### config.mk
export PLATFORM = sky130hd
export DESIGN_NAME = wfq_egress_reader
export DESIGN_NICKNAME = d
export VERILOG_FILES = /design/src/rtl/wfq_egress_reader.sv
export SDC_FILE = /design/constraint.sdc
export NUM_CORES = 2
export LEC_CHECK = 0
export BUFFER_PORTS_ARGS = -buffer_cell sky130_fd_sc_hd__buf_2
export CORE_UTILIZATION = 40
export DETAILED_ROUTE_END_ITERATION = 8
export GPL_TIMING_DRIVEN = 0
export HOLD_SLACK_MARGIN = 0.02
export PLACE_DENSITY = 0.66
export SLEW_MARGIN = 20
export SYNTH_ARGS = -nofsm -noshare
export SYNTH_HDL_FRONTEND = slang
export SYNTH_SLANG_ARGS = --single-unit
### constraint.sdc
create_clock -name clk -period 3.1 [get_ports clk]
set_input_delay 0.62 -clock clk [delete_from_list [all_inputs] [get_ports clk]]
set_output_delay 0.62 -clock clk [all_outputs]
set_load 0.005 [all_outputs]
### src/rtl/wfq_egress_reader.sv
// Drain-side reader for the WFQ egress buffer: issues spaced read requests, captures
// the returned word after a fixed latency, and keeps saturating per-flow/total counters.
module wfq_egress_reader #(
    parameter int NUM_FLOWS  = 16,
    parameter int FLOW_W     = 4,
    parameter int DATA_W     = 64,
    parameter int RD_LATENCY = 7,
    parameter int GAP_CYCLES = 11,
    parameter int CNT_W      = 32
) (
    input  logic              clk,
    input  logic              rst,
    input  logic              enable,
    input  logic              in_packet_buffer_empty,
    input  logic [DATA_W-1:0] in_packet_data_out,
    output logic              out_rd_packet_req,
    output logic              out_word_valid,
    output logic [DATA_W-1:0] out_word_data,
    output logic [FLOW_W-1:0] out_word_flow,
    input  logic              in_clear_counts,
    input  logic [FLOW_W-1:0] in_cnt_sel,
    output logic [CNT_W-1:0]  out_cnt_value,
    output logic [CNT_W-1:0]  out_total_count,
    output logic              out_err_unknown_flow,
    output logic              out_busy
);

    typedef enum logic [2:0] {
        S_IDLE,
        S_REQ,
        S_WAIT,
        S_CAPTURE,
        S_GAP
    } state_t;

    state_t            r_state;
    state_t            w_state_next;
    logic [5:0]        r_lat_cnt;
    logic [7:0]        r_gap_cnt;
    logic              r_rd_req;
    logic              r_word_valid;
    logic [DATA_W-1:0] r_word_data;
    logic [FLOW_W-1:0] r_word_flow;
    logic              r_err;
    logic [CNT_W-1:0]  r_total;
    logic [CNT_W-1:0]  r_cnt_value;

    logic              w_capture;
    logic              w_known;
    logic              w_count_en;
    logic [FLOW_W-1:0] w_in_flow;
    logic [CNT_W-1:0]  w_cnt_pad [2**FLOW_W];

    always_comb begin
        w_state_next = r_state;
        case (r_state)
            S_IDLE:    if (enable && !in_packet_buffer_empty) w_state_next = S_REQ;
            S_REQ:     w_state_next = (RD_LATENCY == 1) ? S_CAPTURE : S_WAIT;
            S_WAIT:    if (r_lat_cnt <= 6'd1) w_state_next = S_CAPTURE;
            S_CAPTURE: w_state_next = (GAP_CYCLES == 0) ? S_IDLE : S_GAP;
            S_GAP:     if (r_gap_cnt <= 8'd1) w_state_next = S_IDLE;
            default:   w_state_next = S_IDLE;
        endcase
    end

    // The request flop is loaded from the next state so it is high exactly during REQ.
    always_ff @(posedge clk) begin
        if (!rst) begin
            r_state   <= S_IDLE;
            r_lat_cnt <= 6'd0;
            r_gap_cnt <= 8'd0;
            r_rd_req  <= 1'b0;
        end else begin
            r_state  <= w_state_next;
            r_rd_req <= (w_state_next == S_REQ);
            case (r_state)
                S_REQ:     r_lat_cnt <= 6'(RD_LATENCY - 1);
                S_WAIT:    r_lat_cnt <= r_lat_cnt - 6'd1;
                S_CAPTURE: r_gap_cnt <= 8'(GAP_CYCLES);
                S_GAP:     r_gap_cnt <= r_gap_cnt - 8'd1;
                default:   ;
            endcase
        end
    end

    assign w_capture  = (r_state == S_CAPTURE);
    assign w_known    = (in_packet_data_out < DATA_W'(NUM_FLOWS));
    assign w_in_flow  = in_packet_data_out[FLOW_W-1:0];
    assign w_count_en = w_capture && w_known && !in_clear_counts;

    always_ff @(posedge clk) begin
        if (!rst) begin
            r_word_valid <= 1'b0;
            r_word_data  <= '0;
            r_word_flow  <= '0;
            r_err        <= 1'b0;
        end else begin
            r_word_valid <= w_capture;
            if (w_capture) begin
                r_word_data <= in_packet_data_out;
                r_word_flow <= w_in_flow;
            end
            if (in_clear_counts)
                r_err <= 1'b0;
            else if (w_capture && !w_known)
                r_err <= 1'b1;
        end
    end

    // Unused select codes beyond NUM_FLOWS read back as zero through the padded view.
    genvar gi;
    generate
        for (gi = 0; gi < 2**FLOW_W; gi++) begin : g_flow
            if (gi < NUM_FLOWS) begin : g_cnt
                logic [CNT_W-1:0] r_cnt;
                always_ff @(posedge clk) begin
                    if (!rst || in_clear_counts)
                        r_cnt <= '0;
                    else if (w_count_en && (w_in_flow == FLOW_W'(gi)) && (r_cnt != '1))
                        r_cnt <= r_cnt + CNT_W'(1);
                end
                assign w_cnt_pad[gi] = r_cnt;
            end else begin : g_pad
                assign w_cnt_pad[gi] = '0;
            end
        end
    endgenerate

    always_ff @(posedge clk) begin
        if (!rst || in_clear_counts)
            r_total <= '0;
        else if (w_count_en && (r_total != '1))
            r_total <= r_total + CNT_W'(1);
    end

    always_ff @(posedge clk) begin
        if (!rst)
            r_cnt_value <= '0;
        else
            r_cnt_value <= w_cnt_pad[in_cnt_sel];
    end

    assign out_rd_packet_req    = r_rd_req;
    assign out_word_valid       = r_word_valid;
    assign out_word_data        = r_word_data;
    assign out_word_flow        = r_word_flow;
    assign out_cnt_value        = r_cnt_value;
    assign out_total_count      = r_total;
    assign out_err_unknown_flow = r_err;
    assign out_busy             = (r_state != S_IDLE);

endmodule

# Word level (Yosys, flattened, before mapping)
# Index checks and enable logic that the tools add are counted.
# W data, S select, Z words.
[totals] output_inout_bits=136 word_cells=145 inputBits=73 ff_bits=664
[op_classes] reduce_logical=48 magnitude_cmp=4 muxes=9 bitwise=2 addsub=19 eq_ne=37
[ops] cell="$add A32 B1 Y32 const B" n=17
[ops] cell="$ne A32 B32 Y1 const B" n=17
[ops] cell="$bmux W32 S4" n=1
[ops] cell="$lt A64 B5 Y1 const B" n=1
[ops] cell="$mux W32" n=2
[ops] cell="$logic_and A1 B1 Y1" n=37
[ops] cell="$eq A4 B4 Y1 const B" n=8
[ops] cell="$eq A4 B3 Y1 const B" n=4
[ops] cell="$pmux W8 S2" n=1
[ops] cell="$pmux W3 S5" n=1
[ops] cell="$pmux W6 S2" n=1
[ops] cell="$mux W3" n=3
[ops] cell="$eq A4 B2 Y1 const B" n=2
[ops] cell="$le A8 B1 Y1 const B" n=1
[ops] cell="$sub A8 B1 Y8 const B" n=1
[ops] cell="$eq A3 B1 Y1 const B" n=2
[ops] cell="$eq A3 B2 Y1 const B" n=2
[ops] cell="$le A6 B1 Y1 const B" n=1
[ops] cell="$sub A6 B1 Y6 const B" n=1
[ops] cell="$ge A5 B5 Y1 const B" n=1
[ops] cell="$not A4 Y5" n=1
[ops] cell="$eq A4 B1 Y1 const B" n=1
[ops] cell="$logic_not A1 Y1" n=4
[ops] cell="$logic_not A4 Y1" n=1
[ops] cell="other kinds (7)" n=8

# Longest topological paths before layout
[depth] depth_word=5 ltp_mapped=12 ltp_nobuf=8

# Worst setup path after synthesis
# OpenSTA, ideal clock, no wires.
[synth_timing] path_kind="input port to flip-flop" start="in in_cnt_sel[1]" end="reg r_cnt_value[14], in the netlist out_cnt_value[14]" arrival_ns=2.773 setup_time_ns=0.115 path_stages=5 path_slack_ns=0.212 n_path_buf=2 t_required_ns=2.985 path_cell_list="clkbuf_1 > buf_1 > mux4_2 > mux4_2 > and2_1"
[synth_between] elab_chain_len=4
[synth_lines] element="from (decl)" line_no="21" text="input logic [FLOW_W-1:0] in_cnt_sel,"
[synth_lines] element="$not A4 Y5 (not written as such)" line_no="140" text="r_cnt_value <= w_cnt_pad[in_cnt_sel];"
[synth_lines] element="$bmux W32 S4" line_no="140"
[synth_lines] element="$mux W32 (not written as such) (2 in a row)" line_no="140"
[synth_lines] element="to (signal assigned)" line_no="140"
[synth_lines] element="to (decl)" line_no="46" text="logic [CNT_W-1:0] r_cnt_value;"
# Every way passes these cells. The select of a mux whose other input is x is not followed.
# A chain may end at the register's enable or synchronous reset.

# Worst setup path in the final report
[layout_timing] start="in rst" end="reg g_flow[6].g_cnt.r_cnt[21]"
[layout_between] elab_chain_len=2
[layout_lines] element="from (decl)" line_no="12" text="input logic rst,"
[layout_lines] element="$logic_not A1 Y1"
[layout_lines] element="$logic_or A1 B1 Y1" line_no="117" text="if (!rst || in_clear_counts)"
[layout_lines] element="to (signal assigned)" line_no="120" text="r_cnt <= r_cnt + CNT_W'(1);"
[layout_lines] element="to (decl)" line_no="115" text="logic [CNT_W-1:0] r_cnt;"
# Every way passes these cells.

==> results by group <==
GRT
  • First-pass GRT wire length: 191000 um
  • Initial antenna violation count: 19
  • Largest net degree at the start of global routing: 14
  • Gr ovfl total: 0
  • GRT Overall Usage: 28.9%
  • Vias in the first global route: 29400

Layout
  • Net count, final: 4467
  • Cell area after layout: 40300 um2
  • Non-filler cells, final: 5578
  • Layout cell share with drive strength beyond 1: 14.5%
  • Synthesis-to-layout area growth: 16.3%
  • Commonest non-fill, non-tap cells in the layout: 660 x dfxtp_1, 518 x nor2_1, 387 x nand2_1, 360 x xnor2_1, 257 x nor3_1
  • Core Util, Final: 47.2%
  • Most common cell after layout, fill and taps aside: dfxtp_1
  • Layout fillers: 8293

Clock tree
  • TritonCTS clock tree: done
  • Post-CTS Hold Buffers: 0
  • Max clock buf depth: 3
  • Total CTS buffers: 77
  • Clk_lat worst skew: 0.65 ns
  • CTS sink cnt: 660
  • CTS root buf: clkbuf_16
  • Clock transition at the registers of the reported paths: 0.06 ns
  • # H-tree levels: 3

Detailed routing
  • DR vias/cell: 5.96
  • Final WL: 129000 um
  • Routed length per instance: 23.2 um
  • Drt initial violations: 4098
  • Max layer used: met5
  • Metal-1 WL: 53600 um
  • First drt pass iteration count: 7
  • Via count: 33300
  • Met2 WL: 55200 um
  • Met3 WL: 13400 um
  • Antenna Nets Post-Route: 0
  • DR DRC count: 0

Power and ir drop
  • Cell area power density: 462 nW/um2
  • Maximum vdd drop: 402 uV
  • Leak: 12.6 nW

Timing
  • Minimum clock period: 3.11 ns
  • Max Freq: 321 MHz
  • Max Slew Vio Count: 0
  • Final period util: 100%
  • Setup WS post-layout: -0.0147 ns
  • Clock Skews: 0.0317 ns
  • Final setup violation count: 4
  • Worst-Margin Slew: 1.21 ns
  • Unrepaired setup endpoints after global routing: true
  • Slew margin rel.: 19.2%
  • Final Hold Viols: 0
  • Min Hold Slack: 0.229 ns

Placed design
  • Setup WS pre-CTS: -2.09 ns
  • Port Buffers: 204
  • Dpl cells: 5410
  • GPL Wtd Cong: 1.03
  • Hpwl dp: 98600 um
  • Cell Area, Placed: 37200 um2

Die
  • Initial Utilization: 40.5%
  • Die area: 87900 um2
  • Die width: 296 um
  • Rows: 107
  • Placeable Area: 85500 um2
  • # IOs: 209
  • Die Ht: 296 um

Worst setup path
  • Startpoint type of the worst setup path: primary input
  • Reg2Reg Depth: 10
  • Reg2reg setup slack: 0.08 ns
  • WP data required: 3.68 ns
  • Crit-path max FO: 10
  • Worst Setup End Kind: flop
  • Crit path DAT: 3.70 ns
  • Worst Path Class, Setup: in2reg

Synthesis
  • Share of the synthesized area in the top cell type: 38.1%
  • Post-synth cell types: 66
  • Yosys Warn Count: 0
  • Sequential share of the synthesized area: 38.1%
  • Post-synth top area cell: dfxtp_1
  • Avg Cell Area, Syn: 8.54 um2
  • Async S/R FF share, synth: 0%
  • Cells after Synth: 4060
  • Netlist Area Pre-Place: 34700 um2
  • Seq cells post-synth: 660
  • Top cells by area, synth: dfxtp_1 38%, mux4_2 10%, xnor2_1 9.1%
  • Post-synth EDFFs: 0
  • Top_reg_cell synth: dfxtp_1
  • Syn nets: 4154

Worst hold path
  • WHS Path Cells: 3
  • Worst hold path class: in2reg

Status
  • Failing checks: setup timing
  • Outcome: finished, violations left

Flow run
  • Maxcap violations: 0
## worst paths after layout
kind,end,from
hold reg to reg,out_word_data[58],out_word_data[58]
setup reg to reg,g_flow[1].g_cnt.r_cnt[27],r_state[2]
hold / removal,out_word_data[58],in_packet_data_out[58]
setup / recovery,g_flow[6].g_cnt.r_cnt[21],rst
## per-stage QoR
step	setup TNS (ns)	power (mW)
4_1_cts	0	18.7
3_5_place_dp	-582.70	9.48
5_1_grt	-0.0548	19.1
3_3_place_gp	-630.60	9.48
6_report	-0.0272	18.6
2_1_floorplan	0	9.15
## area by class of cell
| cell class | instances | area (um2) | share of cell area [%] |
|---|---|---|---|
| Tap cell | 1144 | 1430 | 3.55 |
| Buffer | 249 | 1040 | 2.59 |
| Multi-Input combinational cell | 3083 | 20600 | 51.0 |
| Clock buffer | 112 | 2200 | 5.45 |
| Clock inverter | 24 | 345 | 0.856 |
| Sequential cell | 660 | 13200 | 32.8 |
| Timing Repair Buffer | 237 | 1300 | 3.22 |
| Inverter | 65 | 244 | 0.605 |
| Antenna cell | 4 | 10.0 | 0.0248 |
## kinds of logic (layout without fill, tap and decap cells)
kind of cell,Yosys count,after routing,share of synthesized area (%)
AND/OR/NAND/NOR,2117,2117,30.7
flip-flops,660,660,38.1
XOR/XNOR,383,383,9.67
AO/OA/AOI/OAI,380,380,6.26
buffers and inverters,317,687,3.51
multiplexers,182,182,11.0
adder cells (fa/ha/maj),21,21,0.758
other,0,4,0
## power by group
part / switching (mW) / leakage [nW] / internal (mW) / total (mW)
clock network: 3.86 / 1.25 / 5.45 / 9.30
registers: 0.0190 / 5.31 / 8.51 / 8.53
logic: 0.564 / 6.02 / 0.224 / 0.788
total: 4.44 / 12.6 / 14.2 / 18.6
## state kept, by name, summed over array words and instances, names as in the netlist
| signal | count |
|---|---|
| out_word_data | 64 |
| out_total_count | 32 |
| r_gap_cnt | 8 |
| out_word_valid | 1 |
| out_rd_packet_req | 1 |
| out_err_unknown_flow | 1 |
| r_state | 3 |
| r_lat_cnt | 6 |
| out_cnt_value | 32 |
| g_flow.g_cnt.r_cnt | 512 |
## cells in the mapped netlist, drive strengths merged, types with 39 or more instances
master and number:
a21oi 188, and2 66, and3 89, and4 49
buf 39, clkbuf 213, dfxtp 660, inv 65
mux4 160, nand2 388, nand3 229, nand4 181
nor2 523, nor3 274, nor4 122, o21ai 105
or3 107, xnor2 360
## layer usage
layer	global-route usage [%]	vias up
met3	6.57	362
li1	-	15300
met1	39.8	15900
met5	0	-
met4	14.0	20
met2	42.3	1720
## what timing repair did
action                                  in CTS  in global routing
gates resized for setup                     47                 93
gates cloned                                 0                  0
buffers inserted                            15                 16
endpoints found under the setup margin     489                283
pin swaps                                    8                  4
## worst max-delay path, stage by stage
cell	delay [ns]
clkbuf_1	0.78
inv_1	0.23
nor2_2	0.53
clkbuf_2	0.57
clkbuf_1	0.65
o211ai_1	0.18
nand2_1	0.11
Power figures use the tool's default switching activity.
